`config.mk`:
```
export PLATFORM = sky130hd
export DESIGN_NAME = term_ctrl
export DESIGN_NICKNAME = d
export VERILOG_FILES = /design/src/rtl/term_ctrl.sv
export SDC_FILE = /design/constraint.sdc
export NUM_CORES = 1
export LEC_CHECK = 0
export ABC_AREA = 1
export BUFFER_PORTS_ARGS = -buffer_cell sky130_fd_sc_hd__buf_2
export CORE_MARGIN = 2
export CORE_UTILIZATION = 45
export CTS_CLUSTER_SIZE = 10
export DETAILED_ROUTE_END_ITERATION = 8
export PLACE_DENSITY_LB_ADDON = 0.3
export SETUP_SLACK_MARGIN = 0.3
export SLEW_MARGIN = 20
export SYNTH_ARGS = -nofsm -noshare
export SYNTH_HDL_FRONTEND = slang
export SYNTH_SLANG_ARGS = --single-unit
```
`constraint.sdc`:
```
create_clock -name i_clk -period 1.8 [get_ports i_clk]
set_clock_uncertainty 0.1 [all_clocks]
set_input_delay 0 -clock i_clk [delete_from_list [all_inputs] [get_ports i_clk]]
set_output_delay 0 -clock i_clk [all_outputs]
set_load 0.02 [all_outputs]
```
`src/rtl/term_ctrl.sv`:
```
// term_ctrl: character terminal controller that writes printable bytes into text VRAM,
// handles CR/LF/BS/FF cursor control, and scrolls the screen or clears it.
module term_ctrl #(
    parameter int         LINES = 17,
    parameter int         COLS  = 60,
    parameter logic [7:0] BLANK = 8'h20
) (
    input  logic        i_clk,
    input  logic        i_rst_n,
    input  logic [7:0]  i_char,
    input  logic        i_valid,
    output logic        o_ready,
    output logic [10:0] o_vram_addr,
    output logic [7:0]  o_vram_din,
    input  logic [7:0]  i_vram_dout,
    output logic        o_vram_ce,
    output logic        o_vram_wre,
    output logic [4:0]  o_row,
    output logic [5:0]  o_col,
    output logic        o_busy
);
    localparam logic [4:0] LAST_ROW = 5'(LINES - 1);
    localparam logic [5:0] LAST_COL = 6'(COLS - 1);

    typedef enum logic [2:0] {IDLE, WRITE, SCROLL_RD, SCROLL_WR, FILL} state_t;

    state_t     state, state_n;
    logic [4:0] row, row_n, sr, sr_n;
    logic [5:0] col, col_n, sc, sc_n;
    logic [7:0] char_r, char_n;

    assign o_row   = row;
    assign o_col   = col;
    assign o_ready = state == IDLE;
    assign o_busy  = !o_ready;

    always_ff @(posedge i_clk or negedge i_rst_n) begin
        if (!i_rst_n) begin
            state  <= IDLE;
            row    <= '0;
            col    <= '0;
            sr     <= '0;
            sc     <= '0;
            char_r <= '0;
        end else begin
            state  <= state_n;
            row    <= row_n;
            col    <= col_n;
            sr     <= sr_n;
            sc     <= sc_n;
            char_r <= char_n;
        end
    end

    // sr/sc serve both as scroll counters and as fill counters; IDLE parks them at zero
    always_comb begin
        state_n     = state;
        row_n       = row;
        col_n       = col;
        sr_n        = sr;
        sc_n        = sc;
        char_n      = char_r;
        o_vram_ce   = 1'b0;
        o_vram_wre  = 1'b0;
        o_vram_addr = '0;
        o_vram_din  = '0;
        case (state)
            IDLE: begin
                sr_n = '0;
                sc_n = '0;
                if (i_valid) begin
                    if (i_char >= 8'h20 && i_char <= 8'h7E) begin
                        char_n  = i_char;
                        state_n = WRITE;
                    end else if (i_char == 8'h0D) begin
                        col_n = '0;
                    end else if (i_char == 8'h0A) begin
                        if (row == LAST_ROW) state_n = SCROLL_RD;
                        else row_n = row + 5'd1;
                    end else if (i_char == 8'h08) begin
                        col_n = (col != '0) ? col - 6'd1 : col;
                    end else if (i_char == 8'h0C) begin
                        row_n   = '0;
                        col_n   = '0;
                        state_n = FILL;
                    end
                end
            end
            WRITE: begin
                o_vram_ce   = 1'b1;
                o_vram_wre  = 1'b1;
                o_vram_addr = {row, col};
                o_vram_din  = char_r;
                state_n     = IDLE;
                if (col != LAST_COL) begin
                    col_n = col + 6'd1;
                end else begin
                    col_n = '0;
                    if (row != LAST_ROW) row_n = row + 5'd1;
                    else state_n = SCROLL_RD;
                end
            end
            SCROLL_RD: begin
                o_vram_ce   = 1'b1;
                o_vram_addr = {sr + 5'd1, sc};
                state_n     = SCROLL_WR;
            end
            SCROLL_WR: begin
                o_vram_ce   = 1'b1;
                o_vram_wre  = 1'b1;
                o_vram_addr = {sr, sc};
                o_vram_din  = i_vram_dout;
                state_n     = SCROLL_RD;
                if (sc != LAST_COL) begin
                    sc_n = sc + 6'd1;
                end else begin
                    sc_n = '0;
                    sr_n = sr + 5'd1;
                    if (sr == LAST_ROW - 5'd1) state_n = FILL;
                end
            end
            FILL: begin
                o_vram_ce   = 1'b1;
                o_vram_wre  = 1'b1;
                o_vram_addr = {sr, sc};
                o_vram_din  = BLANK;
                if (sc != LAST_COL) begin
                    sc_n = sc + 6'd1;
                end else begin
                    sc_n = '0;
                    if (sr == LAST_ROW) state_n = IDLE;
                    else sr_n = sr + 5'd1;
                end
            end
            default: state_n = IDLE;
        endcase
    end
endmodule

```
==> key figures <==
Layout
  • Final-layout fill cell count: 296
  • Diode count: 0
  • Net count, final: 487
  • Design Area, Final: 0.00406 sq mm
  • Layout cell share with drive strength beyond 1: 47.4%
  • Synth-to-layout area growth: 66.9%

Logic synthesis
  • Cells after Synth: 350
  • Synth top area share: 33.9%
  • Register area share after synthesis: 33.9%
  • Synth Warn #: 0
  • Async SR Flop Fraction: 100%
  • Register bit count reported by yosys: 33
  • Yosys top cell by area: dfrtp_1
  • Syn Nets: 378
  • Synthesized cell area: 0.00243 sq mm
  • Synth unique cells: 33
  • Post-synth EDFFs: 0
  • Top_reg_cell synth: dfrtp_1
  • Syn Area/Cell: 6.95 sq um
  • Largest cells by area after synthesis: dfrtp_1 (34%), nand2_1 (15%), inv_1 (7.2%), nand3_1 (6.4%), nor2_1 (5.1%)

Clocking
  • CTS tree: yes
  • Worst-path clk slew: 0.08 ns
  • CTS Root Cell: clkbuf_8
  • Clk_lat worst skew: 0.30 ns
  • # clock sinks: 33
  • Total CTS buffers: 5
  • Clock tree buffer depth: 2
  • CTS H-tree depth: 2

Drt
  • DR WL/cell: 17.0 um
  • Number of remaining DRC errors: 0
  • Post-DRT Antenna Nets: 0
  • Drt total wl: 9000 um
  • DR vias: 3,009
  • Initial DRC count: 229
  • Drt first pass iters: 5
  • Vias per cell: 5.68

Timing
  • Final Hold Violating Endpoints: 1
  • Final Setup Violations: 0
  • Worst hold slack: -0.00113 ns
  • Period utilization: 96.7%
  • Worst Max-Slew Pin Slew: 0.755 ns
  • Max Transition Viols Final: 0
  • Unrepaired setup endpoints after global routing: yes
  • Slew headroom: 49.7%
  • Min cycle time layout: 1.74 ns
  • Fmax: 575 MHz

Place
  • Dpl hpwl: 4520 um
  • GP Congestion: 0.837
  • Port Buffers: 52
  • Post-DP Area: 0.00284 sq mm

Worst setup path
  • Critical-path maximum fanout: 5
  • CP max stage delay: 0.43 ns
  • Buf+Inv Stages, Crit Path: 2
  • Crit-path cells: ha_2 > buf_4 > xor2_1 > nand2_1 > o221ai_2 > buf_4
  • CP delay by family, top: flip-flops
  • Crit path launch type: flip-flop
  • Worst Setup End Kind: output pin
  • Most used cell, CP: buf_4
  • CP Class: reg -> out
  • Arrival time worst endpoint: 1.64 ns
  • WP data required: 1.70 ns
  • Slowest cell on crit path: dfrtp_1

Global route
  • Initial antenna violation count: 0
  • Global-route wire length before repair: 12,600 um
  • GRT Total Usage: 26.1%
  • Largest net degree at the start of global routing: 34
  • Gr ovfl total: 0
  • Vias in the first global route: 2,641

Power and ir drop
  • Internal power: 1120 uW
  • NetSw: 352 uW
  • Power Dens Cells: 362 mW/mm^2
  • Clock network fraction of total power: 44.0%
  • Lkg Pwr: 0.00188 uW
  • Switch share: 24.0%
  • Combinational Power Share: 5.6%
  • Share of power burned in registers: 50.4%
  • Max VDD drop: 0.000289 V

Floorplanning
  • # rows: 26
  • Core area: 0.00517 sq mm
  • Die X-Extent: 77.5 um
  • Die H: 77.5 um
  • Initial core utilization: 47.0%
  • Io pins: 53
  • Die area: 0.00601 sq mm

Run
  • Number of max-cap violations: 0

Min path
  • Hold Crit Class: in -> reg

Status
  • Violated checks: negative hold slack
  • Outcome: finished, violations left
-- placed cells by master, fill, tap and decap left out, types with 10 or more instances in the layout --
cell	synthesis	routed
buf_2	6	29
buf_4	1	35
buf_6	0	30
dfrtp_1	33	26
inv_1	47	35
inv_2	3	10
nand2_1	95	75
nand2_2	3	14
nand3_1	31	21
nand3_2	2	10
nor2_1	33	21
o21ai_1	5	13
xor2_1	10	10
-- per-layer routing --
layer	wire, um	up-vias	global-route usage (%)
li1	-	1377	-
met1	3590	1437	33.9
met2	4540	161	44.3
met3	592	34	4.07
met4	269	0	9.29
met5	0	-	0
-- worst paths after layout --
kind | start | end | slack (ns) | cells after the start
max | sr[1] | o_vram_addr[8] | 0.06 | 6
min | i_valid | char_r[2] | -0.001 | 3
max reg2reg | o_col[0] | o_col[1] | 0.06 | 9
min reg2reg | char_r[3] | char_r[3] | 0.39 | 2
max in group asynchronous | i_rst_n | state[2] | 0.87 | 2
min in group asynchronous | i_rst_n | o_col[0] | 0.20 | 2
-- cell type report --
| type | count | area (sq um) | share of cell area (%) |
|---|---|---|---|
| clock buffer | 7 | 96.3 | 2.37 |
| timing repair inverter | 1 | 6.26 | 0.154 |
| clock inverter | 1 | 5.00 | 0.123 |
| sequential | 33 | 835 | 20.5 |
| multi-input combinational | 259 | 1870 | 46.1 |
| timing repair buffer | 107 | 928 | 22.9 |
| inverter | 52 | 230 | 5.67 |
| tap | 70 | 87.6 | 2.16 |
-- state kept, by name (all words and copies together) (netlist names) --
register	flops
char_r	8
o_col	6
o_row	5
sc	6
sr	5
state	3
-- cell usage after synthesis, types with 4 or more instances --
master   number
nor2_1       33
nand2_1      95
xor2_1       10
o21ai_1       5
ha_1          9
nand4_1       7
a21oi_1       4
nor3_1        4
o21ai_0      20
inv_1        47
nand3_1      31
a22o_2        4
dfrtp_1      33
o22ai_1       9
buf_2         6
-- cell families after synthesis --
family	share of synthesized area [%]
fa+ha+maj	4.63
xor+xnor	4.32
flops	33.9
compound gates	14.3
buf+inv	9.61
simple gates	33.2
-- power by group through the flow --
| stage | Clock [uW] | Combinational [uW] | Sequential [uW] |
|---|---|---|---|
| after floorplan | 0 | 17.8 | 756 |
| after CTS | 648 | 76.5 | 741 |
| after detailed placement | 0 | 60.1 | 755 |
| after global routing | 683 | 90.8 | 740 |
| final | 647 | 82.8 | 741 |
| after global placement | 0 | 59.1 | 755 |
-- stage by stage --
step | setup slack (ns) | power [uW] | TNS [ns] | util (%) | instances
6_report | 0.0602 | 1470 | 0 | 78.5 | 530
5_1_grt | -0.00705 | 1510 | -0.00705 | 78.5 | 530
4_1_cts | 0.0985 | 1470 | 0 | 69.8 | 519
3_5_place_dp | 0.0714 | 815 | 0 | 54.9 | 473
3_3_place_gp | 0.130 | 814 | 0 | 54.9 | 473
2_1_floorplan | 0.214 | 773 | 0 | - | 350
-- repair_timing --
action,CTS,global route
setup buffers,28,9
hold buffers,8,0
pin swaps,33,31
resized for setup,96,95
endpoints found under the hold margin,40,0
setup endpoints to repair,54,55
cloned,2,2
-- worst reg2reg max path, stage by stage (launching register included) --
cell      delay (ns)
dfrtp_2         0.43
clkinv_4        0.12
ha_1            0.22
nand2_1         0.09
nor2_1          0.05
nand2_1         0.06
nand2_1         0.12
a21oi_4         0.29
nand2_1         0.12
nand2_1         0.09
Power figures use the tool's default switching activity.
